**src/rtl/rissy_pkg.sv**
```systemverilog
// Shared ISA definitions: op classes, 4-bit opcodes, field positions, encoder helper.
// Latency: n/a (types and pure functions only).
// Backpressure: n/a.
package rissy_pkg;

  // Op classes as presented on the encoder's in_op port; 6 and 7 are illegal
  typedef enum logic [2:0] {
    OP_ADD = 3'd0,
    OP_NDU = 3'd1,
    OP_LW  = 3'd2,
    OP_SW  = 3'd3,
    OP_BEQ = 3'd4,
    OP_JAL = 3'd5
  } op_class_e;

  // 4-bit opcodes placed in the top nibble of the instruction word
  localparam logic [3:0] OPC_ADD = 4'h0;
  localparam logic [3:0] OPC_NDU = 4'h2;
  localparam logic [3:0] OPC_LW  = 4'h4;
  localparam logic [3:0] OPC_SW  = 4'h5;
  localparam logic [3:0] OPC_BEQ = 4'hC;
  localparam logic [3:0] OPC_JAL = 4'h8;

  // Field positions inside a 16-bit instruction word
  localparam int INST_W  = 16;
  localparam int OPC_LSB = 12;
  localparam int RA_LSB  = 9;
  localparam int RB_LSB  = 6;
  localparam int RC_LSB  = 3;
  localparam int IMM_W   = 6;

  typedef struct packed {
    logic              legal;
    logic [INST_W-1:0] word;
  } enc_t;

  // Builds the instruction word and flags bundles that cannot be encoded
  function automatic enc_t encode_inst(input logic [2:0]  op,
                                       input logic [2:0]  ra,
                                       input logic [2:0]  rb,
                                       input logic [2:0]  rc,
                                       input logic [15:0] imm);
    enc_t       r;
    logic [3:0] opc;
    logic       imm_fmt;
    r       = '0;
    opc     = '0;
    imm_fmt = 1'b1;
    r.legal = 1'b1;
    case (op)
      OP_ADD:  begin opc = OPC_ADD; imm_fmt = 1'b0; end
      OP_NDU:  begin opc = OPC_NDU; imm_fmt = 1'b0; end
      OP_LW:   opc = OPC_LW;
      OP_SW:   opc = OPC_SW;
      OP_BEQ:  opc = OPC_BEQ;
      OP_JAL:  opc = OPC_JAL;
      default: r.legal = 1'b0;
    endcase
    // Immediates wider than the 6-bit field are not silently truncated
    if (imm_fmt && (imm[15:IMM_W] != '0)) r.legal = 1'b0;
    r.word[OPC_LSB +: 4] = opc;
    r.word[RA_LSB +: 3]  = ra;
    r.word[RB_LSB +: 3]  = rb;
    if (imm_fmt) r.word[IMM_W-1:0] = imm[IMM_W-1:0];
    else         r.word[RC_LSB +: 3] = rc;
    return r;
  endfunction

endpackage

```
**src/rtl/inst_fifo.sv**
```systemverilog
// Synchronous FIFO for encoded words, count-based full/empty.
// Latency: a pushed word is visible on rd_data the cycle after the push.
// Backpressure: push ignored when full, pop ignored when empty; no bypass.
module inst_fifo #(
  parameter int DEPTH = 4,
  parameter int W     = 16
) (
  input  logic                         clk,
  input  logic                         rst,
  input  logic                         push,
  input  logic [W-1:0]                 wr_data,
  input  logic                         pop,
  output logic [W-1:0]                 rd_data,
  output logic                         full,
  output logic [$clog2(DEPTH+1)-1:0]   count
);

  localparam int PTR_W = $clog2(DEPTH);
  localparam int CNT_W = $clog2(DEPTH+1);

  logic [W-1:0]     mem_q [DEPTH];
  logic [PTR_W-1:0] wr_ptr_q, wr_ptr_d;
  logic [PTR_W-1:0] rd_ptr_q, rd_ptr_d;
  logic [CNT_W-1:0] count_q, count_d;
  logic             do_push, do_pop;

  // Pointer and occupancy bookkeeping; pointers wrap naturally at a power-of-two depth
  always_comb begin
    do_push  = push && !full;
    do_pop   = pop && (count_q != '0);
    wr_ptr_d = do_push ? wr_ptr_q + 1'b1 : wr_ptr_q;
    rd_ptr_d = do_pop  ? rd_ptr_q + 1'b1 : rd_ptr_q;
    count_d  = count_q;
    if (do_push && !do_pop)      count_d = count_q + 1'b1;
    else if (!do_push && do_pop) count_d = count_q - 1'b1;
  end

  // Control state; reset empties the buffer by clearing pointers and count
  always_ff @(posedge clk) begin
    if (rst) begin
      wr_ptr_q <= '0;
      rd_ptr_q <= '0;
      count_q  <= '0;
    end else begin
      wr_ptr_q <= wr_ptr_d;
      rd_ptr_q <= rd_ptr_d;
      count_q  <= count_d;
    end
  end

  // Storage needs no reset: entries are only read once counted as valid
  always_ff @(posedge clk) begin
    if (do_push) mem_q[wr_ptr_q] <= wr_data;
  end

  assign rd_data = mem_q[rd_ptr_q];
  assign full    = (count_q == CNT_W'(DEPTH));
  assign count   = count_q;

endmodule

```
**src/rtl/inst_encoder.sv**
```systemverilog
// Encodes instruction field bundles and streams the words into instruction memory.
// Latency: a word accepted in cycle N is presented with mem_we in cycle N+1.
// Backpressure: in_ready drops when the buffer is full; mem_ready=0 holds the write stable.
module inst_encoder
  import rissy_pkg::*;
#(
  parameter int FIFO_DEPTH = 4,
  parameter int ADDR_W     = 16
) (
  input  logic              clk,
  input  logic              rst,
  input  logic              in_valid,
  output logic              in_ready,
  input  logic [2:0]        in_op,
  input  logic [2:0]        in_ra,
  input  logic [2:0]        in_rb,
  input  logic [2:0]        in_rc,
  input  logic [15:0]       in_imm,
  input  logic              addr_load,
  input  logic [ADDR_W-1:0] addr_base,
  output logic              mem_we,
  output logic [ADDR_W-1:0] mem_addr,
  output logic [15:0]       mem_wdata,
  input  logic              mem_ready,
  output logic              err,
  input  logic              err_clr
);

  localparam int CNT_W = $clog2(FIFO_DEPTH+1);

  typedef enum logic {S_IDLE, S_ACTIVE} state_e;

  enc_t              enc;
  logic              accept, push, reject, pop;
  logic              fifo_full;
  logic [CNT_W-1:0]  fifo_count;
  logic [INST_W-1:0] fifo_head;

  state_e            state_q, state_d;
  logic              mem_we_q, mem_we_d;
  logic [ADDR_W-1:0] mem_addr_q, mem_addr_d;
  logic              err_q, err_d;

  // A pop in the same cycle never frees a slot early: full is from registered count
  assign in_ready = !rst && !fifo_full;

  // Handshake, encode and drop decision for the incoming bundle
  always_comb begin
    enc    = encode_inst(in_op, in_ra, in_rb, in_rc, in_imm);
    accept = in_valid && in_ready;
    push   = accept && enc.legal;
    reject = accept && !enc.legal;
    pop    = mem_we_q && mem_ready;
  end

  inst_fifo #(
    .DEPTH (FIFO_DEPTH),
    .W     (INST_W)
  ) u_fifo (
    .clk     (clk),
    .rst     (rst),
    .push    (push),
    .wr_data (enc.word),
    .pop     (pop),
    .rd_data (fifo_head),
    .full    (fifo_full),
    .count   (fifo_count)
  );

  // Next state: ACTIVE exactly while the buffer holds at least one word
  always_comb begin
    state_d = state_q;
    case (state_q)
      S_IDLE:   if (push) state_d = S_ACTIVE;
      S_ACTIVE: if (pop && !push && (fifo_count == CNT_W'(1))) state_d = S_IDLE;
      default:  state_d = S_IDLE;
    endcase
    mem_we_d = (state_d == S_ACTIVE);
  end

  // FSM state and registered write strobe
  always_ff @(posedge clk) begin
    if (rst) begin
      state_q  <= S_IDLE;
      mem_we_q <= 1'b0;
    end else begin
      state_q  <= state_d;
      mem_we_q <= mem_we_d;
    end
  end

  // Write address advances per completed write; reloads only when nothing is in flight
  always_comb begin
    mem_addr_d = mem_addr_q;
    if (pop) mem_addr_d = mem_addr_q + 1'b1;
    else if (addr_load && (state_q == S_IDLE) && !push) mem_addr_d = addr_base;
    err_d = err_q;
    if (reject)       err_d = 1'b1;
    else if (err_clr) err_d = 1'b0;
  end

  // Address and sticky error registers
  always_ff @(posedge clk) begin
    if (rst) begin
      mem_addr_q <= '0;
      err_q      <= 1'b0;
    end else begin
      mem_addr_q <= mem_addr_d;
      err_q      <= err_d;
    end
  end

  assign mem_we    = mem_we_q;
  assign mem_addr  = mem_addr_q;
  assign mem_wdata = mem_we_q ? fifo_head : '0;
  assign err       = err_q;

endmodule

```
**config.mk**
```make
export PLATFORM = sky130hd
export DESIGN_NAME = inst_encoder
export DESIGN_NICKNAME = d
export VERILOG_FILES = /design/src/rtl/rissy_pkg.sv /design/src/rtl/inst_fifo.sv /design/src/rtl/inst_encoder.sv
export SDC_FILE = /design/constraint.sdc
export NUM_CORES = 1
export LEC_CHECK = 0
export BUFFER_PORTS_ARGS = -buffer_cell sky130_fd_sc_hd__buf_2
export CORE_ASPECT_RATIO = 0.8
export CORE_MARGIN = 2
export CORE_UTILIZATION = 55
export DETAILED_ROUTE_END_ITERATION = 8
export PLACE_DENSITY = 0.86
export SLEW_MARGIN = 5
export SYNTH_ARGS = -nofsm -noshare
export SYNTH_HDL_FRONTEND = slang
export SYNTH_SLANG_ARGS = --single-unit
```
**constraint.sdc**
```tcl
create_clock -name clk -period 2.6 [get_ports clk]
set_input_delay 0.26 -clock clk [delete_from_list [all_inputs] [get_ports clk]]
set_output_delay 0.26 -clock clk [all_outputs]
set_load 0.03 [all_outputs]
```
==> implementation parameters <==
Parameter                              Value

Run status
  Status    finished, final reports clean

Detailed routing
  Routed len/inst    17.3 um
  Number of remaining DRC errors    0
  Met1 layer wirelength in the final routing    3.53 mm
  Via count    2746
  Detailed-routing iteration count for the pre-antenna-repair pass    4
  Via/cell ratio    5.64
  Routed met3 length    450 um
  Highest metal used    met4
  Total length of routed met2 wires    4.38 mm
  Total detailed-routing wirelength    8.43 mm
  Antenna Nets Post-Route    0
  Initial drt markers    143

Clocking
  Clock tree sinks    91
  CTS clk-pin slew, worst paths    0.09 ns
  Number of buffers created by CTS    9
  Clk_lat worst skew    0.35 ns
  Post-cts hold buffer count    0
  Number of cells upsized or downsized after cts    0
  Post CTS Setup Buffer Count    0
  TritonCTS clock tree    yes
  Clock root buffer master    clkbuf_8
  Maximum buffer depth of the clock tree    2
  H-tree Lvls    3

Timing
  Max-slew violations    0
  RSZ-0062 raised after global routing    false
  Measured slew at the worst slew-check pin    0.467 ns
  Final setup violation count    0
  Worst rel slew slack    68.8%
  Final hold violation count    0
  Final Worst Setup Slack    0.466 ns
  Clk_skew    0.0120 ns
  Minimum period implied by the final worst setup slack    2.13 ns
  Period Utilization, post-route    82.1%
  Final total negative setup slack    0 ns
  Fmax    0.469 GHz

Floorplan
  Overall die area    0.00825 mm^2
  Initial core utilization    56.3%
  Num rows    28
  Core Region    0.00736 mm^2
  Die height    81.6 um
  Io pins    85
  Die outline width    101 um

Logic synthesis
  Synth Instances    300
  Total nets after synthesis    360
  Mapped cell area    0.00414 mm^2
  Number of synthesized flops with an enable pin    64
  Yosys warnings    0
  Post-synthesis async set-or-reset flop share    0%
  Fraction of the yosys area taken by sequential cells    59.4%
  Number of storage elements in the synthesis netlist    91
  Mean instance size in the synthesized netlist    13.8 um^2
  Post-synthesis cell type count    51
  Most used flip-flop cell after synthesis    edfxtp_1

Pwr
  Switching power summed over all nets    0.000673 W
  Sequential share of power    57.6%
  Maximum resistive drop on vdd    0.305 mV
  Clk pwr share    32.6%
  Switch share    24.1%
  Total power density per cell area    573 mW/mm^2
  Combinational power share    9.8%
  Internal    0.00212 W
  Static leakage    1.86 nW

Cells and area
  Count of nets after finishing    452
  Share of cells above drive strength 1    38.5%
  Antenna diode count    0
  Layout-stage area growth over the synthesis result    17.8%
  Filler Cells Inserted    540
  Area of combinational cells with multiple inputs    0.00157 mm^2
  Final Instance Area    0.00488 mm^2
  Sequential standard cell area    0.00246 mm^2

Global routing
  Initial antenna violation count    0
  Total global routing overflow    0
  Total Routing Usage GR    21.6%
  Largest net degree at the start of global routing    27
  Wire length of the first global-routing pass    13.2 mm
  Number of global-route vias before repair    2668

Place
  Gp weighted congestion    0.794
  PortBufs    84
  HPWL reported at the end of detailed placement    5.90 mm
  Post-placement cell area    0.00469 mm^2
  Post-place setup slack    0.471 ns

Run
  Max Cap Violations    0

Setup path
  Data arrival at the endpoint of the critical path    1.87 ns
  Worst-path maximum fanout    16
  Required @ worst endpoint    2.34 ns
  Crit start category    register
  Path type of the worst setup path    reg -> out
  Sort of element at the end of the critical path    primary output

Worst hold path
  Type of the worst min-delay path    in -> reg
## area by class of cell
type                       count  share of cell area [%]
timing repair buffer          97                    10.6
sequential                    91                    50.4
clock inverter                 7                    1.41
tap                           90                    2.31
inverter                       8                   0.615
clock buffer                   9                    2.54
multi-input combinational    185                    32.1
## state kept, by name (all words and copies together) (netlist names), named ones only
name / cells
err: 1
mem_addr: 16
mem_we: 1
u_fifo.count: 3
u_fifo.mem_q: 64
u_fifo.rd_ptr_q: 2
u_fifo.wr_ptr_q: 2
## metrics by stage
stage,power (W),hold WS (ns),util [%],std cells
floorplan,0.00181,0.359,-,300
global placement,0.00190,0.455,63.7,471
detailed placement,0.00192,0.479,63.7,471
CTS,0.00282,0.107,66.3,487
global route,0.00291,0.107,66.3,487
finish,0.00280,0.126,66.3,487
## per-layer routing
metal	vias up	track usage [%]
met1	1336	27.2
met3	6	6.04
li1	1320	-
met5	-	0
met4	0	7.43
met2	84	36.4
## final timing paths
kind	endpoint	slack, ns	startpoint	cells past startpoint
setup reg to reg	u_fifo.count[2]	0.48	u_fifo.count[0]	8
hold reg to reg	err	0.49	err	2
setup / recovery	mem_wdata[0]	0.47	register	4
hold / removal	u_fifo.mem_q[1][9]	0.13	in_ra[0]	1
## placed cells by master (no fill, tap or decap), types with 2 or more instances in the layout
cell and n:
buf_2 84, edfxtp_1 64, dfxtp_1 27, nor2_1 26, and2_1 20, mux4_2 16, nand2_1 13, a21oi_1 13
buf_4 13, nand3_1 10, ha_1 10, clkbuf_8 9, inv_1 8, a31oi_1 7, and3_1 6, a2111oi_2 6
nor4_2 4, nor2b_1 4, xor2_1 4, nor3_1 4, nand2b_1 3, mux2_2 3, a211oi_1 3, nor3b_1 2
o21ai_0 2, xnor2_1 2, nor4_4 2, a41oi_1 2, a311oi_1 2, mux2i_1 2, clkinv_2 2, clkinv_4 2
## critical path, cell delays in order, from the launching register on
cell and delay (ns):
dfxtp_1 0.32, buf_4 0.31, mux4_2 0.54, and2_1 0.18, buf_2 0.17
## synth_stat cells, drive strengths merged, types with 3 or more instances
cell     count  area [um^2]
edfxtp      64         1920
a211oi       4         35.0
mux2         3         33.8
a2111oi      6         90.1
and3         7         45.1
a311oi       3         32.5
nor2b        4         25.0
nand2b       3         18.8
clkbuf       7         26.3
a31oi        7         43.8
dfxtp       27          541
nor2        27          104
o21ai        3         15.0
nor4         7         98.9
buf          9         60.1
and2        20          125
a21oi       15         90.1
nand3       12         77.6
mux4        16          360
inv          8         30.0
xor2         4         35.0
nand2       13         48.8
ha          10          125
nor3         5         30.0
## power groups by stage
stage,Combinational [W],Sequential (W),Clock [W]
2_1_floorplan,0.000135,0.00167,0
3_3_place_gp,0.000264,0.00164,0
3_5_place_dp,0.000273,0.00164,0
4_1_cts,0.000274,0.00161,0.000934
5_1_grt,0.000297,0.00161,0.000995
6_report,0.000273,0.00161,0.000913
## cell families (layout without fill, tap and decap cells)
logic type	count (synthesis)	count (layout)	share of synthesized area, %
XOR/XNOR	6	6	1.27
AND/OR/NAND/NOR	103	103	14.7
AO/OA/AOI/OAI	45	45	8.76
buffers and inverters	24	121	2.81
multiplexers	21	21	9.99
flip-flops	91	91	59.4
adder cells (fa/ha/maj)	10	10	3.02
Note: power is estimated with default switching activity, not from simulation.
